<file path="config.mk">
export PLATFORM = sky130hd
export DESIGN_NAME = fifo_bus_arbiter
export DESIGN_NICKNAME = d
export VERILOG_FILES = /design/src/rtl/fifo_bus_arbiter.sv
export SDC_FILE = /design/constraint.sdc
export NUM_CORES = 1
export LEC_CHECK = 0
export CAP_MARGIN = 10
export CORE_ASPECT_RATIO = 1.5
export CORE_MARGIN = 10
export CORE_UTILIZATION = 44
export DETAILED_ROUTE_END_ITERATION = 12
export MAX_ROUTING_LAYER = met4
export PLACE_DENSITY = 0.84
export SKIP_CTS_REPAIR_TIMING = 1
export SLEW_MARGIN = 20
export SYNTH_ARGS = -nofsm -noshare
export SYNTH_HDL_FRONTEND = slang
export SYNTH_SLANG_ARGS = --single-unit
</file>
<file path="constraint.sdc">
create_clock -name clock -period 3.19 [get_ports clock]
set_clock_uncertainty 0.1 [all_clocks]
set_input_delay 0.319 -clock clock [delete_from_list [all_inputs] [get_ports clock]]
set_output_delay 0.319 -clock clock [all_outputs]
set_load 0.01 [all_outputs]
</file>
<file path="src/rtl/fifo_bus_arbiter.sv">
// fifo_bus_arbiter
//    Round-robin arbiter that shares one address-decoded FIFO bus between
//    NUM_REQ requesters. Each requester posts a single push or pop; the
//    arbiter grants one at a time, checks the addressed FIFO's full/empty
//    flag, issues exactly one strobe and returns a one-hot ack with an error
//    flag and, for a successful pop, the popped data.
//
//    Bus polarity follows the FIFO block: bus_read_enable pushes data into
//    the FIFO, bus_write_enable pops its head out to bus_data_out.
//
// Ports
//    clock              rising-edge clock
//    reset              asynchronous active-high reset
//    req                per-requester transaction request
//    req_pop            per-requester op, 0 = push, 1 = pop
//    req_addr           packed per-requester FIFO address
//    req_wdata          packed per-requester push data
//    ack                one-hot, one-cycle completion pulse
//    ack_err            with ack: push to full or pop from empty
//    ack_rdata          with ack: popped data on a successful pop, else 0
//    busy               high whenever the arbiter is not idle
//    bus_active_adress  address driven to the FIFO bank
//    bus_data_in        push data to the FIFO bank
//    bus_read_enable    push strobe
//    bus_write_enable   pop strobe
//    bus_data_out       addressed FIFO's registered output
//    bus_full           full flag of the addressed FIFO
//    bus_empty          empty flag of the addressed FIFO

module fifo_bus_arbiter #(
   parameter int NUM_REQ    = 4,
   parameter int ADDR_WIDTH = 4,
   parameter int DATA_WIDTH = 8
) (
   input  logic                             clock,
   input  logic                             reset,
   input  logic [NUM_REQ-1:0]               req,
   input  logic [NUM_REQ-1:0]               req_pop,
   input  logic [NUM_REQ*ADDR_WIDTH-1:0]    req_addr,
   input  logic [NUM_REQ*DATA_WIDTH-1:0]    req_wdata,
   output logic [NUM_REQ-1:0]               ack,
   output logic                             ack_err,
   output logic [DATA_WIDTH-1:0]            ack_rdata,
   output logic                             busy,
   output logic [ADDR_WIDTH-1:0]            bus_active_adress,
   output logic [DATA_WIDTH-1:0]            bus_data_in,
   output logic                             bus_read_enable,
   output logic                             bus_write_enable,
   input  logic [DATA_WIDTH-1:0]            bus_data_out,
   input  logic                             bus_full,
   input  logic                             bus_empty
);

   localparam int IDX_W = (NUM_REQ > 1) ? $clog2(NUM_REQ) : 1;

   typedef enum logic [2:0] {
      IDLE,
      SELECT,
      ISSUE,
      CAPTURE,
      DONE
   } state_t;

   state_t                 state_q, state_d;
   logic [IDX_W-1:0]       grant_q, grant_d;
   logic [IDX_W-1:0]       lastGrant_q, lastGrant_d;
   logic                   pop_q, pop_d;
   logic [ADDR_WIDTH-1:0]  addr_q, addr_d;
   logic [DATA_WIDTH-1:0]  wdata_q, wdata_d;
   logic                   err_q, err_d;
   logic [DATA_WIDTH-1:0]  rdata_q, rdata_d;

   logic                   winFound;
   logic [IDX_W-1:0]       winIdx;
   logic [IDX_W-1:0]       cand;
   logic                   pickPop;
   logic [ADDR_WIDTH-1:0]  pickAddr;
   logic [DATA_WIDTH-1:0]  pickWdata;

   // Round-robin search: scan from the requester after the last grant,
   // wrapping, and take the first active request. The fields of the winner
   // are then muxed out with constant slices so no variable part-select
   // is needed.
   always_comb begin
      winFound  = 1'b0;
      winIdx    = '0;
      cand      = '0;
      pickPop   = 1'b0;
      pickAddr  = '0;
      pickWdata = '0;
      for (int k = 1; k <= NUM_REQ; k++) begin
         cand = IDX_W'((int'(lastGrant_q) + k) % NUM_REQ);
         if (!winFound && req[cand]) begin
            winFound = 1'b1;
            winIdx   = cand;
         end
      end
      for (int k = 0; k < NUM_REQ; k++) begin
         if (winIdx == IDX_W'(k)) begin
            pickPop   = req_pop[k];
            pickAddr  = req_addr[k*ADDR_WIDTH +: ADDR_WIDTH];
            pickWdata = req_wdata[k*DATA_WIDTH +: DATA_WIDTH];
         end
      end
   end

   // State and transaction registers. Reset drops any in-flight transaction
   // and points the round-robin pointer at the last requester so the first
   // search after reset starts at requester 0.
   always_ff @(posedge clock or posedge reset) begin
      if (reset) begin
         state_q     <= IDLE;
         grant_q     <= '0;
         lastGrant_q <= IDX_W'(NUM_REQ - 1);
         pop_q       <= 1'b0;
         addr_q      <= '0;
         wdata_q     <= '0;
         err_q       <= 1'b0;
         rdata_q     <= '0;
      end else begin
         state_q     <= state_d;
         grant_q     <= grant_d;
         lastGrant_q <= lastGrant_d;
         pop_q       <= pop_d;
         addr_q      <= addr_d;
         wdata_q     <= wdata_d;
         err_q       <= err_d;
         rdata_q     <= rdata_d;
      end
   end

   // Next-state logic. Requests are only looked at in IDLE; the flag check
   // happens in SELECT once the address has been on the bus for a cycle.
   // rdata is cleared when a transaction is latched, so pushes and rejected
   // pops complete with zero data.
   always_comb begin
      state_d     = state_q;
      grant_d     = grant_q;
      lastGrant_d = lastGrant_q;
      pop_d       = pop_q;
      addr_d      = addr_q;
      wdata_d     = wdata_q;
      err_d       = err_q;
      rdata_d     = rdata_q;
      case (state_q)
         IDLE: begin
            if (winFound) begin
               state_d     = SELECT;
               grant_d     = winIdx;
               lastGrant_d = winIdx;
               pop_d       = pickPop;
               addr_d      = pickAddr;
               wdata_d     = pickWdata;
               err_d       = 1'b0;
               rdata_d     = '0;
            end
         end
         SELECT: begin
            if (pop_q ? bus_empty : bus_full) begin
               err_d   = 1'b1;
               state_d = DONE;
            end else begin
               state_d = ISSUE;
            end
         end
         ISSUE: begin
            state_d = pop_q ? CAPTURE : DONE;
         end
         CAPTURE: begin
            rdata_d = bus_data_out;
            state_d = DONE;
         end
         DONE: begin
            state_d = IDLE;
         end
         default: begin
            state_d = IDLE;
         end
      endcase
   end

   // Outputs decode straight from the current state so an asynchronous reset
   // removes the strobes and the ack in the same instant.
   always_comb begin
      busy              = (state_q != IDLE);
      bus_active_adress = '0;
      bus_read_enable   = 1'b0;
      bus_write_enable  = 1'b0;
      bus_data_in       = '0;
      ack               = '0;
      ack_err           = 1'b0;
      ack_rdata         = '0;
      if (state_q == SELECT || state_q == ISSUE || state_q == CAPTURE) begin
         bus_active_adress = addr_q;
      end
      if (state_q == ISSUE) begin
         bus_read_enable  = !pop_q;
         bus_write_enable = pop_q;
         if (!pop_q) begin
            bus_data_in = wdata_q;
         end
      end
      if (state_q == DONE) begin
         for (int k = 0; k < NUM_REQ; k++) begin
            ack[k] = (grant_q == IDX_W'(k));
         end
         ack_err   = err_q;
         ack_rdata = rdata_q;
      end
   end

endmodule

</file>
## Yosys cells after proc, flatten, opt, wreduce, memory -nomap -nowiden

Cells that the tools add are included.

| word-level totals | value |
|---|---|
| flip-flop bits (word level) | 29 |
| latch bits | 0 |
| bits in writable memories | 0 |
| bits in read-only memories | 0 |
| bits of input ports | 68 |
| output and inout bits | 28 |
| logic and storage cells | 92 |
| memories | 0 |

| operators by class | value |
|---|---|
| add/sub/neg operators | 4 |
| multipliers | 0 |
| divide/modulo/power cells | 0 |
| $lt $le $gt $ge | 4 |
| eq/ne operators | 12 |
| shifts and indexed selects | 0 |
| multiplexer cells | 46 |
| bitwise gates (word level) | 0 |
| reduce and logical (&&, ||, !) cells | 18 |

Operators with widths:

| cell | number |
|---|---|
| 2-to-1 mux 8 bit | 8 |
| 2-to-1 mux 4 bit | 6 |
| 2-to-1 mux 1 bit | 18 |
| one-hot mux 8 bit (2 select lines) | 1 |
| less-than comparator 2 x 3 -> 1 bit (second input constant) | 4 |
| one-hot mux 3 bit (4 select lines) | 1 |
| 2-to-1 mux 3 bit | 3 |
| binary-select mux 1 bit (select 2 bit) | 4 |
| equality test 2 bit (second input constant) | 4 |
| 2-to-1 mux 2 bit | 4 |
| equality test 3 x 2 -> 1 bit (second input constant) | 2 |
| adder 2 x 1 -> 2 bit (second input constant) | 2 |
| adder 2 bit (second input constant) | 2 |
| equality test 2 x 1 -> 1 bit (second input constant) | 2 |
| logical NOT 1 bit | 4 |
| logical NOT 2 bit | 2 |
| != test 2 bit (second input constant) | 2 |
| AND reduction 2 bit | 2 |
| nonzero test 2 bit | 2 |
| equality test 3 x 1 -> 1 bit (second input constant) | 1 |
| equality test 3 bit (second input constant) | 1 |
| logical AND 1 bit | 3 |
| logical NOT 3 bit | 1 |
| AND reduction 3 bit | 1 |
| other kinds (3) | 4 |

## Depth between registers and ports, before layout

| logic depth | value |
|---|---|
| depth in word-level cells | 18 |
| depth in mapped cells | 7 |

## Worst setup path after synthesis

Ideal clock, no wire load.

| path | value |
|---|---|
| path type | register to register |
| start point | reg lastGrant_q[1] |
| end point | reg addr_q[2] |
| setup time | 0.126 ns |
| arrival | 1.938 ns |
| required time | 2.964 ns |
| slack | 1.026 ns |
| cell stages (with the launch flop) | 7 |
| buffers on the path | 1 |
| clock period less this slack | 2.164 ns |
| cells stage by stage | dfstp_2 -> mux2i_1 -> o22ai_2 -> a21oi_4 -> buf_12 -> mux2_4 -> a221o_1 |

| between the ends | value |
|---|---|
| longest elaborated chain between the ends | 18 |

Ends and longest elaborated chain:

| element | line | RTL |
|---|---|---|
| from (decl) | 66 | `logic [IDX_W-1:0] lastGrant_q, lastGrant_d;` |
| from (signal assigned) | 114 | `lastGrant_q <= IDX_W'(NUM_REQ - 1);` |
| from (signal assigned) | 123 | `lastGrant_q <= lastGrant_d;` |
| adder 2 x 1 -> 2 bit | 92 | `cand = IDX_W'((int'(lastGrant_q) + k) % NUM_REQ);` |
| binary-select mux 1 bit (select 2 bit) | 93 | `if (!winFound && req[cand]) begin` |
| 2-to-1 mux 1 bit (implied by the code) | 93 |  |
| 2-to-1 mux 1 bit | 93 |  |
| logical NOT 1 bit | 93 |  |
| logical AND 1 bit | 93 |  |
| 2-to-1 mux 1 bit | 93 |  |
| logical NOT 1 bit | 93 |  |
| logical AND 1 bit | 93 |  |
| 2-to-1 mux 1 bit | 93 |  |
| logical NOT 1 bit | 93 |  |
| logical AND 1 bit | 93 |  |
| 2-to-1 mux 2 bit | 93 |  |
| logical NOT 2 bit | 99 | `if (winIdx == IDX_W'(k)) begin` |
| 2-to-1 mux 4 bit (4 in a row) | 99 |  |
| to (signal assigned) | 125 | `addr_q <= addr_d;` |
| to (decl) | 68 | `logic [ADDR_WIDTH-1:0] addr_q, addr_d;` |

Several ways; a longest one is shown, not always the timed one. The select of a mux whose other input is x is not followed.
A chain may end at the register's enable or synchronous reset.

## Final worst setup path

| path | value |
|---|---|
| start point | reg state_q[2] |
| end point | out bus_data_in[5] |

| between the ends | value |
|---|---|
| longest elaborated chain between the ends | 2 |

Ends and longest elaborated chain:

| element | line | RTL |
|---|---|---|
| from (decl) | 64 | `state_t state_q, state_d;` |
| from (signal assigned) | 121 | `state_q <= state_d;` |
| equality test 3 x 2 -> 1 bit | 196 | `if (state_q == ISSUE) begin` |
| 2-to-1 mux 8 bit | 196 |  |
| to (decl) | 46 | `output logic [DATA_WIDTH-1:0] bus_data_in,` |

Every way passes these cells.

==> results.sh <==
export IMPL_synth_compound_area_share=0.142
export IMPL_hold_violations=0
export IMPL_worstSetupPathType="register to output pin"
export IMPL_synth_warnings=0
export IMPL_whs_ns=0.299
export IMPL_fin_crit_sh=0.798
export IMPL_synth_seq_cells=29
export IMPL_grt_ovfl_total=0
export IMPL_period_minus_slack_ns=2.55
export IMPL_crit_fanout=15
export IMPL_dp_final_hpwl_um=4990
export IMPL_antenna_left=0
export IMPL_coreArea_um2=4280
export IMPL_cp_depth=5
export IMPL_slew_viol_final=0
export IMPL_synth_cells=206
export IMPL_ys_seq_area_frac=0.369
export IMPL_clockRootBuffer="clkbuf_8"
export IMPL_drt_iter0_drc=158
export IMPL_synth_area_um2=1980
export IMPL_die_area_um2=7630
export IMPL_post_drt_wl_per_cell_um=17.6
export IMPL_crit_path_top_delay_cell="clkdlybuf4s50_1"
export IMPL_grt_pass1_vias=1925
export IMPL_synth_top_family_by_area="simple AND/OR/NAND/NOR gates"
export IMPL_static_leakage_power_nw=1.30
export IMPL_cp_arrival_ns=2.13
export IMPL_status="completed"
export IMPL_cts_reportedPaths_clkPinSlew_ns=0.06
export IMPL_wl_um=6140
export IMPL_peakVddDrop_mv=0.574
export IMPL_fin_setup_tns_ns=0
export IMPL_synth_xor_area_share=0
export IMPL_die_w_um=74.7
export IMPL_viasPerCell=5.50
export IMPL_path_cells="nand2b_1, nor3_1, buf_4, and2_1, clkdlybuf4s50_1"
export IMPL_setup_ws_ns=0.644
export IMPL_startpoint_type="register"
export IMPL_rows=29
export IMPL_crit_required_ns=2.77
export IMPL_muxShareOfSynthArea=0.158
export IMPL_die_y_um=102
export IMPL_crit_family="buffers and inverters"
export IMPL_diodes=0
export IMPL_synth_cell_types=41
export IMPL_firstDrtPassIters=4
export IMPL_gp_congestion=0.844
export IMPL_grt_usage=0.161
export IMPL_place_port_buffers=95
export IMPL_yosys_area_share_simple=0.255
export IMPL_cp_end_kind="output pin"
export IMPL_fmax_mhz=393
export IMPL_path_buf_inv=2
export IMPL_preCtsSetupSlack_ns=0.686
export IMPL_mostFrequentLayoutCell="clkdlybuf4s50_1"
export IMPL_grt_pass1_wl_um=9340
export IMPL_rsz0062_at_grt="no"
export IMPL_syn_area_per_cell_um2=9.59
export IMPL_antenna_found_initial=0
export IMPL_cts_tree="yes"
export IMPL_drc=0
export IMPL_clock_sinks=29
export IMPL_initial_core_util=0.461
export IMPL_grt_max_degree=39
export IMPL_syn2layout_area_growth_pct=51.7
export IMPL_reg2regPathDepth=4
export IMPL_vias=1913
export IMPL_final_cell_mix="clkdlybuf4s50_1, dfrtp_1, nand3_1"
export IMPL_maxCapViolations=0
export IMPL_cts_buffers=5
export IMPL_worstMarginPinSlew_ns=0.674
export IMPL_drive_gt1_frac=0.132
export IMPL_setup_violations=0
export IMPL_htree_levels=2
export IMPL_cp_slowest_stage_delay_ns=0.55
export IMPL_syn_nets=274
export IMPL_nFillCells=341
export IMPL_place_area_um2=2910
export IMPL_clk_path_buf_depth=2
export IMPL_finalNetCount=369
export IMPL_final_util=0.700
export IMPL_design_area_um2=3000
export IMPL_p_per_area_nw_per_um2=738
export IMPL_io_pins=96
export IMPL_max_slew_margin=0.549
export IMPL_holdCritPathClass="input pin to async pin"
export IMPL_synthAdderAreaFrac=0
export IMPL_clk_latency_ns=0.28
[per-layer routing]
layer  wire (µm)  up-vias  share of wire  GRT usage
met3         319        8          0.052     0.0310
met4         123        0          0.020     0.0629
met1        2370      904           0.39      0.165
met5           0        -              0          -
met2        3330       64           0.54      0.289
li1            -      937              -          -
[per-stage QoR]
step                power [mW]  instances
floorplan                 1.62        206
global placement          1.89        340
detailed placement        1.94        340
CTS                       2.23        348
global route              2.36        348
finish                    2.21        348
[registers in the layout (all words and copies together), names as in the netlist]
register	flops
grant_q	2
rdata_q	8
err_q	1
addr_q	4
lastGrant_q	2
state_q	3
wdata_q	8
pop_q	1
[report_power, final]
part           internal [mW]  switching, mW  total, mW
registers              0.552          0.136      0.688
logic                  0.621          0.618       1.24
clock network          0.151          0.135      0.285
[area by class of cell]
| class | instances | area, µm² | area share |
|---|---|---|---|
| Multi-Input combinational cell | 158 | 1100 | 0.366 |
| Clock inverter | 2 | 10.0 | 0.00334 |
| Timing Repair Buffer | 101 | 1010 | 0.337 |
| Inverter | 6 | 22.5 | 0.00752 |
| Clock buffer | 6 | 72.6 | 0.0242 |
| Sequential cell | 29 | 728 | 0.243 |
| Tap cell | 46 | 57.6 | 0.0192 |
[worst paths after layout]
path                                   startpoint                    endpoint  slack (ns)
setup / recovery           state_q[2]$_DFFE_PP0P_              bus_data_in[5]        0.64
hold reg to reg                 err_q$_DFFE_PP0P_           err_q$_DFFE_PP0P_        0.39
setup reg to reg           state_q[2]$_DFFE_PP0P_      wdata_q[4]$_DFFE_PP0P_        0.83
min in group clock              err_q$_DFFE_PP0P_           err_q$_DFFE_PP0P_        0.39
hold / removal                              reset      wdata_q[3]$_DFFE_PP0P_        0.30
max in group asynchronous                   reset  lastGrant_q[1]$_DFFE_PP1P_        2.37
[tightest hold or removal path: stages]
cell	delay, ns
clkdlybuf4s50_1	0.39
inv_1	0.05
buf_4	0.33
[logic make-up after synthesis]
logic type | after synthesis
and+or+nand+nor | 97
AOI/OAI and AO/OA | 33
muxes | 28
DFF | 29
buffers and inverters | 19
[Yosys cell counts]
library cell	number	area (µm²)
a21o_1	1	7.51
a21o_2	1	8.76
a21oi_1	3	15.0
a21oi_4	1	16.3
a221o_1	13	130
a32o_1	1	10.0
and2_1	13	81.3
and2_4	1	8.76
and2b_2	1	8.76
and3_1	10	62.6
and3b_2	1	10.0
buf_1	1	3.75
buf_12	2	40.0
buf_2	2	10.0
buf_4	1	7.51
buf_6	1	11.3
buf_8	2	30.0
clkbuf_1	3	11.3
clkbuf_8	1	13.8
dfrtp_1	27	676
dfstp_2	2	52.6
inv_1	6	22.5
mux2_2	10	113
mux2_4	4	60.1
mux2i_1	14	140
nand2_1	21	78.8
nand2_2	1	6.26
nand2b_1	3	18.8
nand3_1	26	130
nor2_1	12	45.0
nor2b_1	1	6.26
nor3_1	2	10.0
nor3b_1	1	7.51
o21ai_0	9	45.0
o21ai_1	1	5.00
o22ai_2	1	12.5
o31a_1	1	8.76
o31ai_4	1	21.3
or2_2	2	12.5
or3_1	1	6.26
or4_4	1	11.3
(Power assumes the default switching activity.)
